### src/rtl/uart_pkg.sv
// Shared types and constants for the UART transmit arbiter slice.
package uart_pkg;

    typedef enum logic [1:0] {
        StIdle,
        StStart,
        StWait,
        StGap
    } arb_state_e;

    localparam int unsigned FRAME_BITS           = 10;
    localparam int unsigned CLKS_PER_BIT_DEFAULT = 51;

endpackage

### src/rtl/rr_arbiter_comb.sv
// Combinational round-robin select: first valid index at or above ptr, wrapping modulo NUM_REQ.
module rr_arbiter_comb #(
    parameter int unsigned NUM_REQ = 4
) (
    input  logic [NUM_REQ-1:0]         req_valid,
    input  logic [$clog2(NUM_REQ)-1:0] ptr,
    output logic [$clog2(NUM_REQ)-1:0] winner,
    output logic                       any_valid
);

    localparam int unsigned IDX_W = $clog2(NUM_REQ);

    logic [NUM_REQ-1:0] rotated;
    logic [IDX_W:0]     sum;

    always_comb begin
        rotated   = NUM_REQ'({req_valid, req_valid} >> ptr);
        any_valid = |req_valid;
        winner    = ptr;
        sum       = '0;
        // Scan from the far end so the closest valid offset is the final assignment.
        for (int i = NUM_REQ - 1; i >= 0; i--) begin
            if (rotated[i]) begin
                sum    = {1'b0, ptr} + (IDX_W + 1)'(i);
                winner = (sum >= (IDX_W + 1)'(NUM_REQ)) ? IDX_W'(sum - (IDX_W + 1)'(NUM_REQ))
                                                        : IDX_W'(sum);
            end
        end
    end

endmodule

### src/rtl/uart_tx_arbiter.sv
// Round-robin sharing of one uart_tx among NUM_REQ byte producers, with a
// tx_done watchdog and an idle gap between frames. All outputs are registered.
module uart_tx_arbiter
    import uart_pkg::*;
#(
    parameter int unsigned NUM_REQ      = 4,
    parameter int unsigned CLKS_PER_BIT = CLKS_PER_BIT_DEFAULT,
    parameter int unsigned GAP_BITS     = 1,
    parameter int unsigned TIMEOUT_BITS = 12
) (
    input  logic                       arb_clk,
    input  logic                       arb_rst_n,
    input  logic [NUM_REQ-1:0]         req_valid,
    input  logic [8*NUM_REQ-1:0]       req_data,
    output logic [NUM_REQ-1:0]         req_ready,
    output logic [7:0]                 tx_data_out,
    output logic                       tx_start,
    input  logic                       tx_done,
    output logic [$clog2(NUM_REQ)-1:0] grant_id,
    output logic                       busy,
    output logic                       timeout_err
);

    localparam int unsigned IDX_W   = $clog2(NUM_REQ);
    localparam int unsigned GAP_LEN = GAP_BITS * CLKS_PER_BIT;
    localparam int unsigned TO_LEN  = TIMEOUT_BITS * CLKS_PER_BIT;
    localparam int unsigned WD_W    = $clog2(TO_LEN + 1);
    localparam int unsigned GAP_W   = (GAP_LEN > 0) ? $clog2(GAP_LEN + 1) : 1;

    arb_state_e         state_q, state_d;
    logic [IDX_W-1:0]   ptr_q, ptr_d;
    logic [WD_W-1:0]    wd_q, wd_d;
    logic [GAP_W-1:0]   gap_q, gap_d;
    logic [7:0]         data_q, data_d;
    logic [IDX_W-1:0]   grant_q, grant_d;
    logic [NUM_REQ-1:0] ready_q, ready_d;
    logic               start_q, start_d;
    logic               busy_q, busy_d;
    logic               terr_q, terr_d;

    logic [IDX_W-1:0]   winner;
    logic               any_valid;

    rr_arbiter_comb #(
        .NUM_REQ (NUM_REQ)
    ) u_rr (
        .req_valid (req_valid),
        .ptr       (ptr_q),
        .winner    (winner),
        .any_valid (any_valid)
    );

    always_comb begin
        state_d = state_q;
        ptr_d   = ptr_q;
        wd_d    = wd_q;
        gap_d   = gap_q;
        data_d  = data_q;
        grant_d = grant_q;
        ready_d = '0;
        start_d = 1'b0;
        terr_d  = terr_q;

        unique case (state_q)
            StIdle: begin
                if (any_valid) begin
                    data_d  = req_data[{winner, 3'b000} +: 8];
                    grant_d = winner;
                    ready_d = NUM_REQ'(1) << winner;
                    ptr_d   = (winner == IDX_W'(NUM_REQ - 1)) ? '0 : winner + 1'b1;
                    state_d = StStart;
                end
            end
            StStart: begin
                start_d = 1'b1;
                wd_d    = '0;
                state_d = StWait;
            end
            StWait: begin
                // tx_done takes priority over a watchdog expiring on the same edge.
                if (tx_done || wd_q == WD_W'(TO_LEN - 1)) begin
                    if (!tx_done) begin
                        terr_d = 1'b1;
                    end
                    if (GAP_LEN == 0) begin
                        state_d = StIdle;
                    end else begin
                        gap_d   = GAP_W'(GAP_LEN);
                        state_d = StGap;
                    end
                end else begin
                    wd_d = wd_q + 1'b1;
                end
            end
            StGap: begin
                if (gap_q <= GAP_W'(1)) begin
                    gap_d   = '0;
                    state_d = StIdle;
                end else begin
                    gap_d = gap_q - 1'b1;
                end
            end
            default: state_d = StIdle;
        endcase

        busy_d = (state_d != StIdle);
    end

    always_ff @(posedge arb_clk) begin
        if (!arb_rst_n) begin
            state_q <= StIdle;
            ptr_q   <= '0;
            wd_q    <= '0;
            gap_q   <= '0;
            data_q  <= 8'h00;
            grant_q <= '0;
            ready_q <= '0;
            start_q <= 1'b0;
            busy_q  <= 1'b0;
            terr_q  <= 1'b0;
        end else begin
            state_q <= state_d;
            ptr_q   <= ptr_d;
            wd_q    <= wd_d;
            gap_q   <= gap_d;
            data_q  <= data_d;
            grant_q <= grant_d;
            ready_q <= ready_d;
            start_q <= start_d;
            busy_q  <= busy_d;
            terr_q  <= terr_d;
        end
    end

    assign req_ready   = ready_q;
    assign tx_data_out = data_q;
    assign tx_start    = start_q;
    assign grant_id    = grant_q;
    assign busy        = busy_q;
    assign timeout_err = terr_q;

endmodule

### config.mk
export PLATFORM = sky130hd
export DESIGN_NAME = uart_tx_arbiter
export DESIGN_NICKNAME = d
export VERILOG_FILES = /design/src/rtl/uart_pkg.sv /design/src/rtl/rr_arbiter_comb.sv /design/src/rtl/uart_tx_arbiter.sv
export SDC_FILE = /design/constraint.sdc
export NUM_CORES = 1
export LEC_CHECK = 0
export CORE_MARGIN = 2
export CORE_UTILIZATION = 40
export DETAILED_ROUTE_END_ITERATION = 12
export GPL_TIMING_DRIVEN = 0
export PLACE_DENSITY_LB_ADDON = 0.15
export SYNTH_ARGS = -nofsm -noshare
export SYNTH_HDL_FRONTEND = slang
export SYNTH_HIERARCHICAL = 1
export SYNTH_SLANG_ARGS = --single-unit
### constraint.sdc
create_clock -name arb_clk -period 3.3 [get_ports arb_clk]
set_input_delay 0.99 -clock arb_clk [delete_from_list [all_inputs] [get_ports arb_clk]]
set_output_delay 0.99 -clock arb_clk [all_outputs]
set_load 0.01 [all_outputs]
==> results of run 1 <==
==> flip-flops by register name (all words and copies together), names as in the netlist <==
name / flops
gap_q: 6
state_q: 2
tx_start: 1
ptr_q: 2
timeout_err: 1
busy: 1
tx_data_out: 8
grant_id: 2
wd_q: 10
req_ready: 4
==> layer usage <==
layer | up-vias | wire (um)
met4 | 0 | 61
met5 | - | 0
met2 | 64 | 2150
li1 | 895 | -
met1 | 831 | 1980
met3 | 7 | 401
==> kinds of logic after synthesis <==
logic type | Yosys count | share of synthesized area, %
compound gates | 40 | 13.3
xor+xnor | 3 | 1.37
fa+ha+maj | 4 | 2.62
buf+inv | 20 | 4.71
flops | 37 | 38.7
mux | 12 | 11.6
simple gates | 98 | 27.7
==> metrics by stage <==
stage / worst slack (ns) / cell area (um2) / total power, W
floorplan: 0.574 / 1910 / 0.000789
global route: 0.00108 / 2640 / 0.00143
finish: 0.143 / 2640 / 0.00136
global placement: -0.149 / 2520 / 0.000948
detailed placement: -0.161 / 2520 / 0.000953
CTS: 0.132 / 2640 / 0.00137
==> synthesized netlist by cell type, types with 2 or more instances <==
| cell type | instances | share of area (%) |
|---|---|---|
| nand3_1 | 5 | 1.3 |
| and3_1 | 5 | 1.6 |
| inv_1 | 7 | 1.4 |
| and4_1 | 3 | 1.4 |
| buf_2 | 3 | 0.78 |
| nor3b_1 | 3 | 1.2 |
| mux2i_1 | 3 | 1.6 |
| buf_4 | 3 | 1.2 |
| nor3b_2 | 2 | 1.3 |
| nor2b_1 | 4 | 1.3 |
| nand4_1 | 3 | 0.98 |
| nor3_1 | 7 | 1.8 |
| o22ai_1 | 4 | 1.3 |
| xor2_1 | 3 | 1.4 |
| or3_1 | 2 | 0.65 |
| nand2_1 | 37 | 7.3 |
| clkbuf_1 | 6 | 1.2 |
| dfxtp_1 | 37 | 39 |
| o21ai_0 | 3 | 0.78 |
| mux4_2 | 8 | 9.4 |
| ha_1 | 4 | 2.6 |
| nor2_1 | 13 | 2.6 |
| o21a_1 | 2 | 0.78 |
| or4_1 | 2 | 0.78 |
| a31oi_1 | 2 | 0.65 |
| a21oi_1 | 17 | 4.4 |
==> worst max-delay path, stage by stage <==
cell,delay (ns)
clkdlybuf4s50_1,0.47
inv_1,0.12
o22ai_1,0.09
a222oi_1,0.41
buf_2,0.27
buf_2,0.29
mux4_2,0.53
nand2_1,0.08
a21oi_1,0.06
==> report_power, final <==
part	total (W)	switching (W)	internal, W	leakage, nW
registers	0.000527	0.0000328	0.000494	0.302
clock network	0.000418	0.000172	0.000246	0.0574
logic	0.000412	0.000195	0.000217	0.677
==> layout make-up <==
type / instances / share of cell area (%)
Clock buffer: 6 / 3.13
Sequential cell: 37 / 28.0
Multi-Input combinational cell: 157 / 41.0
Timing Repair Buffer: 54 / 20.5
Clock inverter: 2 / 1.42
Tap cell: 54 / 2.56
Buffer: 12 / 2.27
Inverter: 8 / 1.14
==> worst max-delay path by stage <==
| stage | endpoint | slack, ns | depth (start not counted) |
|---|---|---|---|
| after floorplan | tx_data_out[5]$_SDFFE_PN0P_ | 0.57 | 8 |
| after global placement | tx_data_out[5]$_SDFFE_PN0P_ | -0.15 | 9 |
| after detailed placement | tx_data_out[7]$_SDFFE_PN0P_ | -0.16 | 9 |
| after CTS | tx_data_out[7]$_SDFFE_PN0P_ | 0.13 | 9 |
| after global routing | tx_data_out[7]$_SDFFE_PN0P_ | 0.001 | 9 |
| final | tx_data_out[7]$_SDFFE_PN0P_ | 0.14 | 9 |
==> results.ini, run 1 <==
[global_route]
met2_usage_pct = 30.9
top_usage_layer = met2
grt.total_usage_pct = 18.9
grt_overflow = 0
gr-usage-met3_pct = 8.29
grt_pass1_wl_mm = 7.82
grt_max_degree = 13
antenna_found_initial = 0
met1_usage_pct = 21.5
grt_pass1_vias = 1782

[critical_path]
crit_arrival_ns = 3.32
end_kind = flop
rrSetupSlack_ns = 0.96
rr_endpoint = tx_data_out[7]$_SDFFE_PN0P_
crit_required_ns = 3.46
reg2reg_depth = 8
crit_start = req_valid[2]
setup.worst_path.class = in2reg
cp-start-kind = primary input
worstReg2RegStart = ptr_q[0]$_SDFFE_PN0P_
critical_path.max_fanout = 10

[power]
leakage_nw = 1.04
vdd_drop_max_uv = 218
pwr_density_cell_nw_per_um2 = 514

[finish]
fin_cells = 330
multi_input_area_um2 = 1080
layout_common_cells = 54 x clkdlybuf4s50_1, 37 x nand2_1, 37 x dfxtp_1
nets = 318
regArea_um2 = 741
areaGrowthSynthToFinish_pct = 38.1
nFillCells = 426
final_common_cell = clkdlybuf4s50_1
num_antenna_cells = 0
drive_gt1_share_pct = 12.3
final_core_util_pct = 56.7

[clock_tree]
cts_max_path_buffers = 2
clock_latency_ns = 0.29
cts_tree = done
path_clk_slew_ns = 0.08
post-cts-setup-buffer-count = 0
clock-sinks = 37
numCtsBuffers = 5
htree_levels = 2
postCtsHoldBufs = 0
post_cts_resized = 0
clockRootBuffer = clkbuf_8

[sta]
fmax_ghz = 0.317
tightest_slew_ns = 0.571
hold_violations = 0
finalCriticalPeriod_ns = 3.16
maxSlewViolCount = 0
finClkSkew_ns = 0.00474
fin_crit_sh_pct = 95.7
max_slew_margin_pct = 61.9
hold_ws_ns = 0.463
finalSetupTns_ns = 0
rsz0062_at_grt = false
setup_viol = 0

[logic_synthesis]
synth_cells = 214
seq_area_frac_synth_pct = 38.7
syn_area_um2 = 1910
synth_nets = 257
ys_async_sr_fraction_pct = 0
syn_avg_cell_area_um2 = 8.94
synth-edff-count = 0
synth_cell_types = 52
synthFlopType = dfxtp_1
yosysWarnings = 6
yosys_register_bits = 37

[route]
firstDrtPassIters = 4
postRouteWirelength_mm = 4.59
drt_iter0_drc = 90
drtAntennaViolNets = 0
drc = 0
vias = 1797
routedWlPerCell_um = 13.9
viasPerCell = 5.45

[die]
initial_core_util_pct = 41.0
fp.dieH_um = 73.2
coreArea_um2 = 4660
rows = 25
dieArea_um2 = 5350
io_pins = 56
die_w_um = 73.2

[flow_run]
maxCapViolCount = 0

[worst_hold_path]
hold_start = tx_data_out[4]$_SDFFE_PN0P_
holdPathEnd = tx_data_out[4]$_SDFFE_PN0P_
hold_path.class = reg2reg
hold_path_depth = 2

[placed_design]
place.gp.congestion = 0.806
io_buffers = 54
dp.cells = 322
hpwlAfterDp_mm = 3.41

[outcome]
status = completed

No activity file was read; power rests on OpenSTA's default activity.
==> run 2, diff against run 1 <==
Settings changed: CAP_MARGIN set to 25.
==> results of run 2 <==
No change in the layout: final DEF, timing and power equal those of run 1.
==> run 3, diff against run 2 <==
Clock period 3.3 ns to 2.7 ns, I/O delays scaled along.
==> run 3 against run 2 <==
  * Core utilization up 0.51 points
  * Die area unchanged
  * Critical path depth unchanged
  * Clock skew about the same
  * Critical endpoint is now tx_data_out[5]$_SDFFE_PN0P_
  * Highest routed layer unchanged
  * Via count up 0.28%
  * Hold slack about the same
  * Global-route usage about the same
  * Total power up 23%
  * Combinational power up 25%
==> results.ini, run 3 (same netlist as run 1, synthesis figures left out) <==
[die]
initial_core_util_pct = 41.0
fp.dieH_um = 73.2
coreArea_um2 = 4660
dieArea_um2 = 5350
die_w_um = 73.2
io_pins = 56
rows = 25

[critical_path]
setup.worst_path.class = in2reg
crit_start = req_valid[2]
end_kind = flop
crit_required_ns = 2.86
cp-start-kind = primary input
worstReg2RegStart = ptr_q[0]$_SDFFE_PN0P_
critical_path.max_fanout = 10
crit_arrival_ns = 2.66

[route]
viasPerCell = 5.44
drt_iter0_drc = 82
drtAntennaViolNets = 0
firstDrtPassIters = 6
postRouteWirelength_mm = 4.63
vias = 1802
routedWlPerCell_um = 14.0
drc = 0

[global_route]
antenna_found_initial = 0
grt.total_usage_pct = 18.9
grt_pass1_vias = 1779
grt_pass1_wl_mm = 7.84
grt_overflow = 0
grt_max_degree = 13

[sta]
rsz0062_at_grt = false
maxSlewViolCount = 0
finalCriticalPeriod_ns = 2.50
tightest_slew_ns = 0.559
fmax_ghz = 0.401
fin_crit_sh_pct = 92.4
finClkSkew_ns = 0.00481
fin_ws_ns = 0.204
setup_viol = 0
max_slew_margin_pct = 62.8
hold_violations = 0

[clock_tree]
cts_max_path_buffers = 2
path_clk_slew_ns = 0.08
clock-sinks = 37
htree_levels = 2
numCtsBuffers = 5
clock_latency_ns = 0.29
clockRootBuffer = clkbuf_8
cts_tree = done

[placed_design]
post-place-ws_ns = -0.581
hpwlAfterDp_mm = 3.41
place.gp.congestion = 0.806
placed_area_um2 = 2520
io_buffers = 54

[power]
leakage_nw = 1.07
pwr_density_cell_nw_per_um2 = 628
vdd_drop_max_uv = 270

[finish]
drive_gt1_share_pct = 13.4
num_antenna_cells = 0
layout_common_cells = 50 x clkdlybuf4s50_1, 37 x nand2_1, 37 x dfxtp_1
nets = 319
final_common_cell = clkdlybuf4s50_1
nFillCells = 425
top_register = wd_q
largest_reg_flops = 10
multi_input_area_um2 = 1080
regArea_um2 = 741
areaGrowthSynthToFinish_pct = 39.3
design_area_um2 = 2670

[flow_run]
maxCapViolCount = 0

[worst_hold_path]
hold_start = tx_data_out[4]$_SDFFE_PN0P_
hold_path.class = reg2reg

[outcome]
status = completed

-- run 3: changes by cell type in the layout (fill, tap and decap cells not counted) --
cell | previous run | this run
buf_6 | 0 | 1
inv_1 | 7 | 6
inv_2 | 1 | 2
clkbuf_2 | 0 | 1
dlymetal6s2s_1 | 0 | 3
buf_2 | 3 | 1
clkdlybuf4s50_1 | 54 | 50
buf_4 | 3 | 5
clkbuf_1 | 6 | 5
dlygate4sd2_1 | 0 | 1
-- run 3: worst paths after layout --
path	to	cells past startpoint	slack, ns
worst max-delay path	tx_data_out[5]$_SDFFE_PN0P_	9	0.20
worst min-delay path	tx_data_out[4]$_SDFFE_PN0P_	2	0.46
worst min register to register	tx_data_out[4]$_SDFFE_PN0P_	2	0.46
worst max register to register	tx_data_out[5]$_SDFFE_PN0P_	8	0.59
-- run 3: area by class of cell --
type | count | area share (%)
tap | 54 | 2.54
multi-input combinational | 157 | 40.6
buffer | 12 | 2.63
clock buffer | 6 | 3.10
inverter | 8 | 1.13
clock inverter | 2 | 1.41
sequential | 37 | 27.8
timing repair buffer | 55 | 20.8
-- run 3: layer usage --
metal  track usage (%)  wire [um]  up-vias  part of all wire [%]
li1                  -          -      894                     -
met1              21.5       1980      841                    43
met2              31.1       2200       60                    48
met3              8.29        387        7                   8.4
met4              7.20         61        0                   1.3
met5                 0          0        -                     0
-- run 3: power breakdown --
part | internal [W] | total (W) | switching [W]
sequential | 0.000604 | 0.000645 | 0.0000402
clock | 0.000301 | 0.000513 | 0.000212
combinational | 0.000275 | 0.000515 | 0.000240
-- run 3: through the flow --
step                total power [W]  util (%)  std cells  setup TNS (ns)  hold WS, ns
floorplan                  0.000964         -        214               0        0.434
global placement            0.00116      54.1        322           -3.34        0.442
detailed placement          0.00116      54.1        322           -3.48        0.450
CTS                         0.00169      57.0        331               0        0.462
global route                0.00177      57.2        331               0        0.475
finish                      0.00167      57.2        331               0        0.463
-- run 3: worst max-delay path, stage by stage --
cell and delay [ns]:
dlygate4sd2_1 0.28, inv_2 0.08, o22ai_1 0.07, a222oi_1 0.43
buf_4 0.19, buf_6 0.14, mux4_2 0.51, nand2_1 0.08
a21oi_1 0.05
-- run 3: what timing repair did --
| action | CTS | global route |
|---|---|---|
| gates resized for setup | 5 | 5 |
| endpoints found under the setup margin | 4 | 8 |
| hold buffers | 0 | 0 |
| setup buffers | 1 | 0 |
| pin swaps | 1 | 1 |
